`config.mk`:
```
export PLATFORM = sky130hd
export DESIGN_NAME = fp_round_pack_flat
export DESIGN_NICKNAME = d
export VERILOG_FILES = /design/src/rtl/fp_round_pack_if.sv /design/src/rtl/fp_round_pack.sv /design/src/flat_wrapper.sv
export SDC_FILE = /design/constraint.sdc
export NUM_CORES = 1
export LEC_CHECK = 0
export ABC_AREA = 1
export BUFFER_PORTS_ARGS = -buffer_cell sky130_fd_sc_hd__buf_2
export CAP_MARGIN = 20
export CORE_AREA = 2 2 96 98
export DETAILED_ROUTE_END_ITERATION = 7
export DIE_AREA = 0 0 98 100
export GPL_ROUTABILITY_DRIVEN = 0
export GPL_TIMING_DRIVEN = 0
export PLACE_DENSITY_LB_ADDON = 0.08
export SLEW_MARGIN = 20
export SYNTH_ARGS = -nofsm -noshare
export SYNTH_HDL_FRONTEND = slang
export SYNTH_SLANG_ARGS = --single-unit
```
`constraint.sdc`:
```
create_clock -name clk -period 3.4 [get_ports clk]
set_clock_uncertainty 0.15 [all_clocks]
set_input_delay 0.17 -clock clk [delete_from_list [all_inputs] [get_ports clk]]
set_output_delay 0.17 -clock clk [all_outputs]
set_load 0.005 [all_outputs]
```
`src/rtl/fp_round_pack_if.sv`:
```
// fp_round_pack_if: handshake and data bundle between the normalizing shifter,
// the round/pack back end and FPU writeback.
//   in_*      : producer -> round/pack beat (valid/ready)
//   out_*     : round/pack -> writeback beat (valid/ready)
//   result    : packed IEEE-754 single {sign, exp, frac}
//   flags     : {overflow, underflow, inexact}
// master = producer/consumer side (testbench or surrounding FPU), slave = fp_round_pack.
interface fp_round_pack_if;
  logic        in_valid;
  logic        in_ready;
  logic        sign_in;
  logic [7:0]  exp_in;
  logic [23:0] mant_in;
  logic [4:0]  shamt_in;
  logic [1:0]  rs_in;
  logic [1:0]  rm_in;
  logic        out_valid;
  logic        out_ready;
  logic [31:0] result;
  logic [2:0]  flags;

  modport master (
    output in_valid, sign_in, exp_in, mant_in, shamt_in, rs_in, rm_in, out_ready,
    input  in_ready, out_valid, result, flags
  );

  modport slave (
    input  in_valid, sign_in, exp_in, mant_in, shamt_in, rs_in, rm_in, out_ready,
    output in_ready, out_valid, result, flags
  );
endinterface

```
`src/rtl/fp_round_pack.sv`:
```
// fp_round_pack: single-precision add/sub back end after the leading-zero shifter.
// Stage 1 adjusts the exponent by the shift count and decides the rounding
// increment; stage 2 applies it, handles carry-out, overflow/underflow and packs
// the IEEE word. Two-stage valid/ready pipeline, 1 beat/clk, 2-cycle latency.
// Ports:
//   clk   : clock, rising edge
//   reset : synchronous, active-high; discards in-flight beats
//   bus   : fp_round_pack_if.slave (input beat, output beat, result, flags)
module fp_round_pack (
  input  logic              clk,
  input  logic              reset,
  fp_round_pack_if.slave    bus
);

  typedef struct packed {
    logic        sign;
    logic [23:0] mant;
    logic [9:0]  e;       // two's complement, exp_in - shamt_in
    logic        inc;
    logic        zero;
    logic [1:0]  rm;
    logic        rs_any;  // R|S: result is inexact unless flushed/zero
  } s1_t;

  s1_t         s1_q, s1_d, s1_new;
  logic        s1_valid_q, s1_valid_d;
  logic        s2_valid_q, s2_valid_d;
  logic [31:0] s2_result_q, s2_result_d;
  logic [2:0]  s2_flags_q, s2_flags_d;

  logic        advance2, in_ready, accept, s1_move;

  // Stage 2 can take a beat when empty or when its beat leaves this edge.
  assign advance2 = ~s2_valid_q | bus.out_ready;
  assign in_ready = ~reset & (~s1_valid_q | advance2);
  assign accept   = bus.in_valid & in_ready;
  assign s1_move  = s1_valid_q & advance2;

  assign bus.in_ready  = in_ready;
  assign bus.out_valid = s2_valid_q;
  assign bus.result    = s2_result_q;
  assign bus.flags     = s2_flags_q;

  // Stage 1 decode
  always_comb begin
    s1_new        = '0;
    s1_new.sign   = bus.sign_in;
    s1_new.mant   = bus.mant_in;
    s1_new.e      = {2'b00, bus.exp_in} - {5'b00000, bus.shamt_in};
    s1_new.zero   = (bus.mant_in == 24'd0);
    s1_new.rm     = bus.rm_in;
    s1_new.rs_any = |bus.rs_in;
    unique case (bus.rm_in)
      2'd0:    s1_new.inc = bus.rs_in[1] & (bus.rs_in[0] | bus.mant_in[0]);
      2'd1:    s1_new.inc = 1'b0;
      2'd2:    s1_new.inc = ~bus.sign_in & (|bus.rs_in);
      default: s1_new.inc = bus.sign_in & (|bus.rs_in);
    endcase
  end

  // Stage 2 round + pack
  logic [24:0]        m25;
  logic [22:0]        frac_r;
  logic signed [9:0]  e_r;
  logic               to_inf;

  always_comb begin
    m25    = {1'b0, s1_q.mant} + {24'd0, s1_q.inc};
    // Carry-out leaves 1.000..0, so the fraction is all zero and exp bumps.
    frac_r = m25[24] ? m25[23:1] : m25[22:0];
    e_r    = m25[24] ? $signed(s1_q.e) + 10'sd1 : $signed(s1_q.e);
    // Overflow goes to infinity only when the mode rounds away from zero.
    to_inf = (s1_q.rm == 2'd0) | ((s1_q.rm == 2'd2) & ~s1_q.sign) |
             ((s1_q.rm == 2'd3) & s1_q.sign);
  end

  always_comb begin
    s1_valid_d  = s1_valid_q;
    s1_d        = s1_q;
    s2_valid_d  = s2_valid_q;
    s2_result_d = s2_result_q;
    s2_flags_d  = s2_flags_q;

    if (accept) begin
      s1_valid_d = 1'b1;
      s1_d       = s1_new;
    end else if (s1_move) begin
      s1_valid_d = 1'b0;
    end

    if (s1_move) begin
      s2_valid_d = 1'b1;
      if (s1_q.zero) begin
        s2_result_d = {s1_q.sign, 31'd0};
        s2_flags_d  = 3'b000;
      end else if (e_r <= 10'sd0) begin
        s2_result_d = {s1_q.sign, 31'd0};
        s2_flags_d  = 3'b011;
      end else if (e_r >= 10'sd255) begin
        s2_result_d = {s1_q.sign, to_inf ? 31'h7F80_0000 : 31'h7F7F_FFFF};
        s2_flags_d  = 3'b101;
      end else begin
        s2_result_d = {s1_q.sign, e_r[7:0], frac_r};
        s2_flags_d  = {2'b00, s1_q.rs_any};
      end
    end else if (advance2) begin
      s2_valid_d = 1'b0;
    end
  end

  always_ff @(posedge clk) begin
    if (reset) begin
      s1_valid_q  <= 1'b0;
      s1_q        <= '0;
      s2_valid_q  <= 1'b0;
      s2_result_q <= '0;
      s2_flags_q  <= '0;
    end else begin
      s1_valid_q  <= s1_valid_d;
      s1_q        <= s1_d;
      s2_valid_q  <= s2_valid_d;
      s2_result_q <= s2_result_d;
      s2_flags_q  <= s2_flags_d;
    end
  end

endmodule

```
`src/flat_wrapper.sv`:
```
// flat-port wrapper written by rule: the top's interface ports become plain ports
module fp_round_pack_flat 
  (clk, reset, bus_in_valid, bus_sign_in, bus_exp_in, bus_mant_in, bus_shamt_in, bus_rs_in, bus_rm_in, bus_out_ready, bus_in_ready, bus_out_valid, bus_result, bus_flags);
  fp_round_pack_if bus_i ();
  input  logic clk;
  input  logic reset;
  input wire logic [$bits(bus_i.in_valid)-1:0] bus_in_valid;
  input wire logic [$bits(bus_i.sign_in)-1:0] bus_sign_in;
  input wire logic [$bits(bus_i.exp_in)-1:0] bus_exp_in;
  input wire logic [$bits(bus_i.mant_in)-1:0] bus_mant_in;
  input wire logic [$bits(bus_i.shamt_in)-1:0] bus_shamt_in;
  input wire logic [$bits(bus_i.rs_in)-1:0] bus_rs_in;
  input wire logic [$bits(bus_i.rm_in)-1:0] bus_rm_in;
  input wire logic [$bits(bus_i.out_ready)-1:0] bus_out_ready;
  output wire logic [$bits(bus_i.in_ready)-1:0] bus_in_ready;
  output wire logic [$bits(bus_i.out_valid)-1:0] bus_out_valid;
  output wire logic [$bits(bus_i.result)-1:0] bus_result;
  output wire logic [$bits(bus_i.flags)-1:0] bus_flags;
  assign bus_i.in_valid = bus_in_valid;
  assign bus_i.sign_in = bus_sign_in;
  assign bus_i.exp_in = bus_exp_in;
  assign bus_i.mant_in = bus_mant_in;
  assign bus_i.shamt_in = bus_shamt_in;
  assign bus_i.rs_in = bus_rs_in;
  assign bus_i.rm_in = bus_rm_in;
  assign bus_i.out_ready = bus_out_ready;
  assign bus_in_ready = bus_i.in_ready;
  assign bus_out_valid = bus_i.out_valid;
  assign bus_result = bus_i.result;
  assign bus_flags = bus_i.flags;
  fp_round_pack u_core (.clk(clk), .reset(reset), .bus(bus_i));
endmodule
```
== Word level (Yosys, flattened, before mapping) ==
Index checks and enable logic that the tools add are counted.
Storage, ports and cells
  input port bits: 46
  register bits after elaboration: 77
  logic and storage cells: 58
  output and inout bits: 37
Cells by class
  $lt $le $gt $ge: 2
  eq/ne operators: 4
  muxes and demuxes: 14
  add/sub/neg operators: 3
  bitwise operators: 18
  reduce and logical (&&, ||, !) cells: 6
Operators by type and width (number)
  2-to-1 mux 31 bit: 3
  adder 24 x 1 -> 25 bit: 1
  zero test 24 bit: 1
  2-to-1 mux 24 bit: 1
  2-to-1 mux 23 bit: 1
  adder 10 x 2 -> 10 bit (second input constant): 1
  greater-or-equal comparator 10 x 9 -> 1 bit (second input constant): 1
  <= comparator 10 x 1 -> 1 bit (second input constant): 1
  2-to-1 mux 10 bit: 1
  2-to-1 mux 3 bit: 3
  subtractor 8 x 5 -> 9 bit: 1
  bitwise AND 1 bit: 8
  equality test 2 bit (second input constant): 3
  inverter 1 bit: 5
  OR 1 bit: 5
  zero test 2 bit: 2
  2-to-1 mux 1 bit: 4
  nonzero test 2 bit: 2
  case mux 1 bit (3 select lines): 1
  equality test 2 x 1 -> 1 bit (second input constant): 1
  OR reduction 2 bit: 1

== Depth between registers and ports, before layout ==
Gate-level depths: netlist of the first run.
  depth in word-level cells: 8
  gate-level depth with buffers: 20
  depth with buffers taken out: 19

== Least setup slack after synthesis of the first run ==
No wires, ideal clock.
  kind: register to register
  from: reg u_core.s1_q[4] (netlist name)
  to: reg u_core.s2_result_q[3], in the netlist u_core.bus.result[3]
  data required time: 3.118 ns
  arrival time: 2.207 ns
  path slack: 0.910 ns
  buffers on the path: 2
  cell stages (with the launch flop): 20
  clock period less this slack: 2.490 ns
  library setup time: 0.132 ns
  cells stage by stage: dfxtp_1 ha_1 ha_1 nand2_1 nor2_1 nand2_1 inv_2 nand2_4 buf_6 nand2_1 nand2_1 inv_1 nand2_1 nor2_1 nand2_1 nand2_4 nand3_2 buf_4 nand3_1 a21oi_1
On the way
  longest elaborated chain between the ends: 6
RTL lines
  start: declaration: line fp_round_pack.sv:25  | s1_t s1_q, s1_d, s1_new;
  start signal: assignment: line fp_round_pack.sv:114  | s1_q <= '0;
  start signal: assignment: line fp_round_pack.sv:120  | s1_q <= s1_d;
  adder 24 x 1 -> 25 bit (*): line fp_round_pack.sv:68  | m25 = {1'b0, s1_q.mant} + {24'd0, s1_q.inc};
  2-to-1 mux 10 bit: line fp_round_pack.sv:71  | e_r = m25[24] ? $signed(s1_q.e) + 10'sd1 : $signed(s1_q.e);
  greater-or-equal comparator 10 x 9 -> 1 bit: line fp_round_pack.sv:99  | end else if (e_r >= 10'sd255) begin
  2-to-1 mux 31 bit: line fp_round_pack.sv:99
  2-to-1 mux 31 bit (*): line fp_round_pack.sv:96  | end else if (e_r <= 10'sd0) begin
  2-to-1 mux 31 bit (*): line fp_round_pack.sv:93  | if (s1_q.zero) begin
  end signal: assignment: line fp_round_pack.sv:122  | s2_result_q <= s2_result_d;
  end: declaration: line fp_round_pack.sv:28  | logic [31:0] s2_result_q, s2_result_d;
Every way passes the cells marked *; elsewhere a longest branch is shown, timed or not.
A chain may end at the register's enable or synchronous reset.

== Worst setup path after layout of the first run ==
  from: reg u_core.s1_q[4] (netlist name)
  to: reg u_core.s2_result_q[8], in the netlist u_core.bus.result[8]
Same word-level chain as after synthesis.

==> impl_metrics.ini, run 1 <==
[setup_path]
cp.required_ns = 3.46
crit_path_end_kind = register
path_cells = ha_1, ha_1, nand2_1, nor2_1, nand2_1, inv_2, nand2_4, buf_6, nand2_1, nand2_1, inv_1, nand2_1, nor2_1, nand2_1, nand2_4, nand3_2, buf_4, nand3_1, a21oi_1
critPathSlowestCell = dfxtp_1
arrival_ns = 2.99
path_buf_inv = 4
cp-start-kind = register
critPathMaxStageDelay_ns = 0.33
reg2reg_slack_ns = 0.47
cp_top_family = simple AND/OR/NAND/NOR gates
worstPathMaxFanout = 10
cp_common_cell = nand2_1
path_class = reg2reg

[power]
p_leak_nw = 2.614
power_frac_comb_pct = 18.4
swShare_pct = 28.55
p_sw_mw = 0.5448
pwr-share-seq_pct = 51.8
power_frac_clock_pct = 29.9
intPower_mw = 1.364
vdd_drop_max_mv = 0.1975
pwr_density_cell_nw_per_um2 = 354.4

[clock_tree]
cts_made_buffers = 9
cts_buffer_depth = 2
worst_skew_pair.late_latency_ns = 0.34
clk_pin_slew_worst_paths_ns = 0.07
root_buffer = clkbuf_8
cts-resized-gates = 0
cts.sinks = 76
cts_tree = yes
cts_max_level = 3

[timing]
setup_tns_ns = 0
period_share_pct = 86.30
max_freq_mhz = 340.8
setup_viol = 0
hold_violations = 0
max_slew.worst_pin.slew_ns = 0.5539
grt_setup_unrepaired = no
final.min_clock_period_ns = 2.934
slew_viol_final = 0
relSlewSlack_pct = 63.07

[place]
place_area_um2 = 4908
port_buffers = 81
place_hpwl_mm = 8.801

[floorplan]
fp-row-count = 35
die_w_um = 98
num_io_pins = 83
die_area_um2 = 9800
start_util_pct = 49.09
die_h_um = 100
core_um2 = 8890

[yosys]
syn_area_um2 = 4364
syn_inst = 663
synth_area_per_cell_um2 = 6.582
synth_warnings = 0
ys_seq_area_share_pct = 34.86
synth_edf_count = 0
async_flop_share_pct = 0
syn-num-nets = 718
synth_area_leaders = dfxtp_1 35%, nand2_1 16%, nand3_1 7.2%
yosys.area.top_type = dfxtp_1
ys.flop_type = dfxtp_1
yosysUniqueCellTypes = 43
ys_seq_elements = 76
yosys.area.top_type_share_pct = 34.86

[drt]
vias = 4556
avgViaCountPerCell = 5.057
post_drt_wl_per_cell_um = 12.71
drc = 0
drtIter0Drc = 246
wirelength_mm = 11.45
drt_first_pass_iters = 5
drtAntennaViolNets = 0

[global_routing]
grt_pass1_vias = 4144
grt_pass1_wl_mm = 19.05
antenna_found_initial = 0
grt-ovfl-total = 0
grt_usage_pct = 23.73
grt_max_degree = 12

[cells_and_area]
antenna_cells = 0
ff_latch_area_um2 = 1521
drive_gt1_share_pct = 16.33
area_growth_pct = 23.39
final_area_um2 = 5385
finalNetCount = 842
fill_cells = 887
multi_input_area_um2 = 2385

[status]
outcome = complete, no violations

[worst_hold_path]
min_path_type = in2reg

[flow_run]
maxCapViolCount = 0
-- stage by stage --
step | setup slack, ns | instances | power, mW | hold slack [ns] | util (%)
after CTS | 0.4497 | 901 | 1.921 | 0.004841 | 60.58
after global placement | 0.5024 | 855 | 1.318 | 0.2431 | 55.21
after detailed placement | 0.4573 | 855 | 1.325 | 0.2470 | 55.21
final | 0.4656 | 901 | 1.909 | 0.01704 | 60.58
after floorplan | 0.9100 | 663 | 1.213 | 0.1327 | -
after global routing | 0.1885 | 901 | 2.006 | 0.02587 | 60.58
-- final cells by class --
| class | count | area share (%) |
|---|---|---|
| tap | 111 | 2.579 |
| multi-input combinational | 478 | 44.28 |
| inverter | 79 | 5.507 |
| buffer | 30 | 2.997 |
| clock inverter | 3 | 0.2788 |
| sequential | 76 | 28.25 |
| timing repair buffer | 113 | 13.48 |
| clock buffer | 11 | 2.625 |
-- synth_stat cells, types with 2 or more instances --
master	n
clkinv_1	2
nor3_1	9
inv_2	5
nor2_2	2
nand3_1	63
a21oi_1	53
or2_2	3
nor2_4	2
inv_1	72
xnor2_1	2
nor4_1	5
nand3b_1	2
o31ai_1	2
buf_6	4
nand4_1	11
ha_1	8
a31oi_1	2
xor2_1	12
nand2_4	3
nand2_1	183
buf_4	5
clkbuf_1	20
dfxtp_1	76
nor2_1	45
nand3_2	2
o21ai_0	48
nand2_2	6
-- metal layers --
metal / GRT usage [%] / part of all wire, % / routed length, µm / vias to the layer above
met4: 6.944 / 1.2 / 143 / 0
met2: 39.62 / 45 / 5177 / 143
met1: 32.17 / 49 / 5553 / 1991
met3: 3.343 / 5.0 / 575 / 12
met5: 0 / 0 / 0 / -
li1: - / - / - / 2410
-- cells in the final DEF, fill, tap and decap left out, types with 5 or more instances in the layout --
| master | instances |
|---|---|
| nand2_1 | 183 |
| buf_2 | 81 |
| dfxtp_1 | 76 |
| inv_1 | 72 |
| nand3_1 | 63 |
| a21oi_1 | 53 |
| o21ai_0 | 48 |
| nor2_1 | 45 |
| dlygate4sd3_1 | 32 |
| clkbuf_1 | 21 |
| xor2_1 | 12 |
| nand4_1 | 11 |
| clkbuf_8 | 10 |
| nor3_1 | 9 |
| ha_1 | 8 |
| nand2_2 | 6 |
| inv_2 | 5 |
| buf_4 | 5 |
| nor4_1 | 5 |
-- cells by family after synthesis --
logic type / after synthesis / share of synthesized area, %
AO/OA/AOI/OAI: 115 / 14.22
XOR/XNOR: 14 / 2.810
adder cells (fa/ha/maj): 9 / 2.752
buffers and inverters: 109 / 10.49
flip-flops: 76 / 34.86
multiplexers: 1 / 0.2294
AND/OR/NAND/NOR: 339 / 34.63
-- power by group through the flow --
| stage | clock network (mW) | registers, mW | logic (mW) |
|---|---|---|---|
| after CTS | 0.587 | 0.986 | 0.348 |
| after global placement | 0 | 1.00 | 0.313 |
| after floorplan | 0 | 0.996 | 0.217 |
| after detailed placement | 0 | 1.01 | 0.319 |
| after global routing | 0.615 | 0.994 | 0.397 |
| final | 0.570 | 0.988 | 0.351 |
-- flip-flops by register name (all words and copies together) (netlist names) --
name	flops
u_core.s1_q	39
u_core.bus.result	32
u_core.bus.flags	3
u_core.bus.out_valid	1
u_core.s1_valid_q	1
-- repair_timing --
action	in CTS	in global routing
hold endpoints to repair	31	0
hold buffers	32	0
setup buffers	0	0
-- tightest hold or removal path: cells and delay by family --
family                 cells  cell delay [ns]
buffers and inverters      2             0.13
and+or+nand+nor            2             0.11
AOI/OAI and AO/OA          1             0.07
-- worst paths after layout --
| check | end | startpoint | cells past startpoint |
|---|---|---|---|
| max | u_core.bus.result[8]$_SDFFE_PP0P_ | u_core.s1_q[4]$_SDFFE_PP0P_ | 19 |
| min | u_core.s1_q[12]$_SDFFE_PP0P_ | bus_exp_in[7] | 5 |
| max reg2reg | u_core.bus.result[8]$_SDFFE_PP0P_ | u_core.s1_q[4]$_SDFFE_PP0P_ | 19 |
| min reg2reg | u_core.bus.result[18]$_SDFFE_PP0P_ | u_core.bus.result[18]$_SDFFE_PP0P_ | 2 |
Note: power is estimated with default switching activity, not from simulation.
==> inputs of run 2 (changes only) <==
--- a/config.mk
+++ b/config.mk
@@ -13,6 +13,7 @@
 export DIE_AREA = 0 0 98 100
 export GPL_ROUTABILITY_DRIVEN = 0
 export GPL_TIMING_DRIVEN = 0
+export HOLD_SLACK_MARGIN = 0.06
 export PLACE_DENSITY_LB_ADDON = 0.08
 export SLEW_MARGIN = 20
 export SYNTH_ARGS = -nofsm -noshare
==> run 2 against run 1 <==
Global-route usage increased by 0.21 points; flip-flop and latch count unchanged; clock power about the same; critical path depth unchanged; sequential share of layout area decreased by 0.31 points; cell count increased by 0.67%; register-to-register slack about the same; combinational power increased by 2%; largest cell class unchanged.
==> impl_metrics.ini, run 2 (synthesis results as in run 1) <==
[status]
outcome = complete, no violations

[power]
vdd_drop_max_mv = 0.1974
total_power_mw = 1.916
pwr_density_cell_nw_per_um2 = 351.9
p_leak_nw = 2.638

[setup_path]
cp.required_ns = 3.46
arrival_ns = 2.99
rr_worst_depth = 19
crit_path_end_kind = register
reg2reg_slack_ns = 0.47
path_class = reg2reg
cp-start-kind = register
rr_startpoint = u_core.s1_q[4]$_SDFFE_PP0P_
worstPathMaxFanout = 10
reg2reg_to = u_core.bus.result[8]$_SDFFE_PP0P_

[global_routing]
grt-ovfl-total = 0
grt_usage_pct = 23.93
grt_pass1_wl_mm = 19.20
grt_max_degree = 12
grt_pass1_vias = 4173
antenna_found_initial = 0

[floorplan]
fp-row-count = 35
num_io_pins = 83
die_h_um = 100
start_util_pct = 49.09
core_um2 = 8890
die_w_um = 98
die_area_um2 = 9800

[flow_run]
maxCapViolCount = 0

[timing]
final.setup.worst_slack_ns = 0.4695
relSlewSlack_pct = 62.41
max_freq_mhz = 341.2
setup_tns_ns = 0
max_slew.worst_pin.slew_ns = 0.5639
holdWs_ns = 0.1078
period_share_pct = 86.19
slew_viol_final = 0
final.min_clock_period_ns = 2.931
setup_viol = 0
hold_violations = 0
grt_setup_unrepaired = no

[cells_and_area]
fill_cells = 879
multi_input_area_um2 = 2385
final_cells = 907
largest-register = u_core.s1_q
final_cell_mix = 183 x nand2_1, 81 x buf_2, 76 x dfxtp_1, 72 x inv_1, 63 x nand3_1
finalNetCount = 848
postLayoutCoreUtil_pct = 61.25
final_common_cell = nand2_1
largest_register_ff_count = 39
antenna_cells = 0
area_growth_pct = 24.77
ff_latch_area_um2 = 1521
final_area_um2 = 5445
drive_gt1_share_pct = 16.21

[drt]
post_drt_wl_per_cell_um = 12.71
drtIter0Drc = 285
wirelength_mm = 11.53
drtAntennaViolNets = 0
vias = 4557
drt_first_pass_iters = 5
drc = 0
avgViaCountPerCell = 5.024

[clock_tree]
cts_setup_buffers = 0
cts.sinks = 76
worst_skew_pair.late_latency_ns = 0.34
cts_buffer_depth = 2
cts_max_level = 3
root_buffer = clkbuf_8
cts_tree = yes
cts-resized-gates = 0
ctsHoldBuffers = 38
cts_made_buffers = 9
clk_pin_slew_worst_paths_ns = 0.07

[place]
placed_cells = 855
pre_cts_ws_ns = 0.4573
port_buffers = 81
place_area_um2 = 4908
place_hpwl_mm = 8.801

[worst_hold_path]
hp-start = bus_exp_in[1]
hold_depth = 4
hold-path-endpoint = u_core.s1_q[6]$_SDFFE_PP0P_
min_path_type = in2reg
-- run 2: changes by cell type in the layout (fill, tap and decap cells not counted) --
| cell | previous run | this run |
|---|---|---|
| dlygate4sd3_1 | 32 | 38 |
-- run 2: how the worst max path moves through the flow --
| stage | cells past startpoint | from | end |
|---|---|---|---|
| 2_1_floorplan | 19 | u_core.s1_q[4]$_SDFFE_PP0P_ | u_core.bus.result[3]$_SDFFE_PP0P_ |
| 3_3_place_gp | 19 | u_core.s1_q[4]$_SDFFE_PP0P_ | u_core.bus.result[18]$_SDFFE_PP0P_ |
| 3_5_place_dp | 19 | u_core.s1_q[4]$_SDFFE_PP0P_ | u_core.bus.result[17]$_SDFFE_PP0P_ |
| 4_1_cts | 19 | u_core.s1_q[4]$_SDFFE_PP0P_ | u_core.bus.result[17]$_SDFFE_PP0P_ |
| 5_1_grt | 19 | u_core.s1_q[15]$_SDFFE_PP0P_ | u_core.bus.result[17]$_SDFFE_PP0P_ |
| 6_report | 19 | u_core.s1_q[4]$_SDFFE_PP0P_ | u_core.bus.result[8]$_SDFFE_PP0P_ |
-- run 2: report_power, final --
| part | internal, mW | switching (mW) |
|---|---|---|
| logic | 0.155 | 0.201 |
| clock network | 0.273 | 0.299 |
| registers | 0.941 | 0.0473 |
| total | 1.37 | 0.547 |
-- run 2: final cells by class --
class	count	share of cell area (%)
sequential	76	27.94
inverter	79	5.446
multi-input combinational	478	43.80
timing repair buffer	119	14.43
buffer	30	2.964
tap	111	2.551
clock buffer	11	2.597
clock inverter	3	0.2757
-- run 2: metal layers --
| metal | global-route usage [%] | wire, µm | vias up |
|---|---|---|---|
| met5 | 0 | 0 | - |
| li1 | - | - | 2415 |
| met2 | 40.09 | 5219 | 141 |
| met3 | 3.412 | 570 | 12 |
| met4 | 7.051 | 147 | 0 |
| met1 | 32.30 | 5591 | 1989 |
-- run 2: critical path, cell delays in order (launching register included) --
cell,delay [ns]
dfxtp_1,0.33
ha_1,0.22
ha_1,0.18
nand2_1,0.07
nor2_1,0.20
nand2_1,0.15
inv_2,0.19
nand2_4,0.09
buf_6,0.15
nand2_1,0.05
nand2_1,0.08
inv_1,0.06
nand2_1,0.05
nor2_1,0.08
nand2_1,0.09
nand2_4,0.10
nand3_2,0.15
buf_4,0.22
nand3_1,0.11
a21oi_1,0.07
==> inputs of run 3 (changes only) <==
--- a/config.mk
+++ b/config.mk
@@ -8,9 +8,10 @@
 export ABC_AREA = 1
 export BUFFER_PORTS_ARGS = -buffer_cell sky130_fd_sc_hd__buf_2
 export CAP_MARGIN = 20
-export CORE_AREA = 2 2 96 98
+export CORE_AREA = 3 3 97 99
+export CTS_BUF_LIST = sky130_fd_sc_hd__clkbuf_2 sky130_fd_sc_hd__clkbuf_4 sky130_fd_sc_hd__clkbuf_8
 export DETAILED_ROUTE_END_ITERATION = 7
-export DIE_AREA = 0 0 98 100
+export DIE_AREA = 0 0 100 102
 export GPL_ROUTABILITY_DRIVEN = 0
 export GPL_TIMING_DRIVEN = 0
 export HOLD_SLACK_MARGIN = 0.06
==> run 3 against run 2 <==
Fmax fell by 1.0%; total power increased by 10%; clock power is 34% higher; sequential share of layout area fell by 0.33 points; highest routed layer unchanged.
==> impl_metrics.ini, run 3 (synthesis results as in run 1) <==
[timing]
period_share_pct = 87.11
setup_viol = 0
max_slew.worst_pin.slew_ns = 0.5750
grt_setup_unrepaired = no
final.min_clock_period_ns = 2.962
setup_tns_ns = 0
hold_violations = 0
relSlewSlack_pct = 61.67
max_freq_mhz = 337.7
slew_viol_final = 0

[clock_tree]
cts_setup_buffers = 0
worst_skew_pair.late_latency_ns = 0.35
cts_tree = yes
clk_pin_slew_worst_paths_ns = 0.08
cts_buffer_depth = 2
cts_max_level = 3
cts.sinks = 76
root_buffer = clkbuf_8
cts_made_buffers = 9

[cells_and_area]
finalNetCount = 848
final_cells = 906
drive_gt1_share_pct = 16.54
postLayoutCoreUtil_pct = 63.81
final_cell_mix = 183 x nand2_1, 81 x buf_2, 76 x dfxtp_1, 72 x inv_1, 63 x nand3_1
largest-register = u_core.s1_q
antenna_cells = 0
final_common_cell = nand2_1
area_growth_pct = 26.26
final_area_um2 = 5510
largest_register_ff_count = 39

[floorplan]
num_io_pins = 83
die_area_um2 = 10200
start_util_pct = 50.54
die_w_um = 100
fp-row-count = 34
core_um2 = 8636
die_h_um = 102

[place]
place_area_um2 = 4905
placed_cells = 852
port_buffers = 81
place_hpwl_mm = 8.803

[global_routing]
grt_max_degree = 14
grt-ovfl-total = 0
antenna_found_initial = 0
grt_usage_pct = 23.72
grt_pass1_vias = 4187
grt_pass1_wl_mm = 19.64

[drt]
drc = 0
wirelength_mm = 11.75
drtIter0Drc = 231
drt_first_pass_iters = 4
vias = 4516
avgViaCountPerCell = 4.985
drtAntennaViolNets = 0
post_drt_wl_per_cell_um = 12.97

[setup_path]
cp_common_cell = nand2_1
cp.required_ns = 3.46
path_buf_inv = 4
arrival_ns = 3.03
critPathMaxStageDelay_ns = 0.35
cp_top_family = simple AND/OR/NAND/NOR gates
cp-start-kind = register
crit_path_end_kind = register
path_class = reg2reg
worstPathMaxFanout = 10
path_cells = ha_1, ha_1, nand2_1, nor2_1, nand2_1, inv_2, nand2_4, buf_6, nand2_1, nand2_1, clkinv_1, nand2_1, nor2_1, nand2_1, nand2_4, nand3_2, buf_4, nand3_1, a21oi_1
critPathSlowestCell = dfxtp_1

[power]
p_leak_nw = 2.657
pwr_density_cell_nw_per_um2 = 383.2
vdd_drop_max_mv = 0.2220
total_power_mw = 2.111

[status]
outcome = complete, no violations

[worst_hold_path]
min_path_type = in2reg

[flow_run]
maxCapViolCount = 0
==> run 3: cell count changes in the layout (fill, tap and decap cells not counted), sizes merged <==
cell,delta
clkinvlp,+3
clkbuf,-1
clkinv,-2
bufinv,+2
==> run 3: routing by layer <==
metal	global-route usage [%]	wire [µm]
met5	0	0
met4	8.394	213
met3	3.618	694
met2	37.66	5107
met1	32.96	5733
==> run 3: power by group <==
group          internal [mW]  switching (mW)  leakage (nW)
combinational          0.155           0.202          1.93
clock                  0.432           0.336         0.105
sequential             0.940          0.0468         0.622
==> run 3: cell type report <==
cell class,instances,area (µm²)
tap,108,135.1
fill,812,3126
inverter,79,296.5
clock inverter,6,87.58
clock buffer,10,137.6
timing repair buffer,119,785.8
multi-input combinational,478,2385
buffer,30,161.4
sequential,76,1521
==> run 3: timing repair <==
item | CTS | global route
hold endpoints to repair | 37 | 0
hold buffers | 38 | 0
gates resized for setup | 0 | 0
==> run 3: final timing paths <==
kind | start | slack (ns) | endpoint | depth (start not counted)
setup / recovery | u_core.s1_q[15]$_SDFFE_PP0P_ | 0.44 | u_core.bus.result[14]$_SDFFE_PP0P_ | 19
hold reg to reg | u_core.bus.result[13]$_SDFFE_PP0P_ | 0.31 | u_core.bus.result[13]$_SDFFE_PP0P_ | 2
setup reg to reg | u_core.s1_q[15]$_SDFFE_PP0P_ | 0.44 | u_core.bus.result[14]$_SDFFE_PP0P_ | 19
hold / removal | bus_exp_in[4] | 0.10 | u_core.s1_q[9]$_SDFFE_PP0P_ | 4
==> run 3: tightest hold or removal path, delay by kind of cell <==
family / cells / cell delay, ns
AOI/OAI and AO/OA: 1 / 0.11
and+or+nand+nor: 1 / 0.06
buffers and inverters: 1 / 0.08
adders and majority gates: 1 / 0.14
==> run 3: through the flow <==
step | hold slack, ns | setup slack (ns)
6_report | 0.1011 | 0.4384
5_1_grt | 0.1303 | 0.2312
4_1_cts | 0.08938 | 0.4286
3_5_place_dp | 0.2424 | 0.4496
3_3_place_gp | 0.2402 | 0.5169
2_1_floorplan | 0.1327 | 0.9100
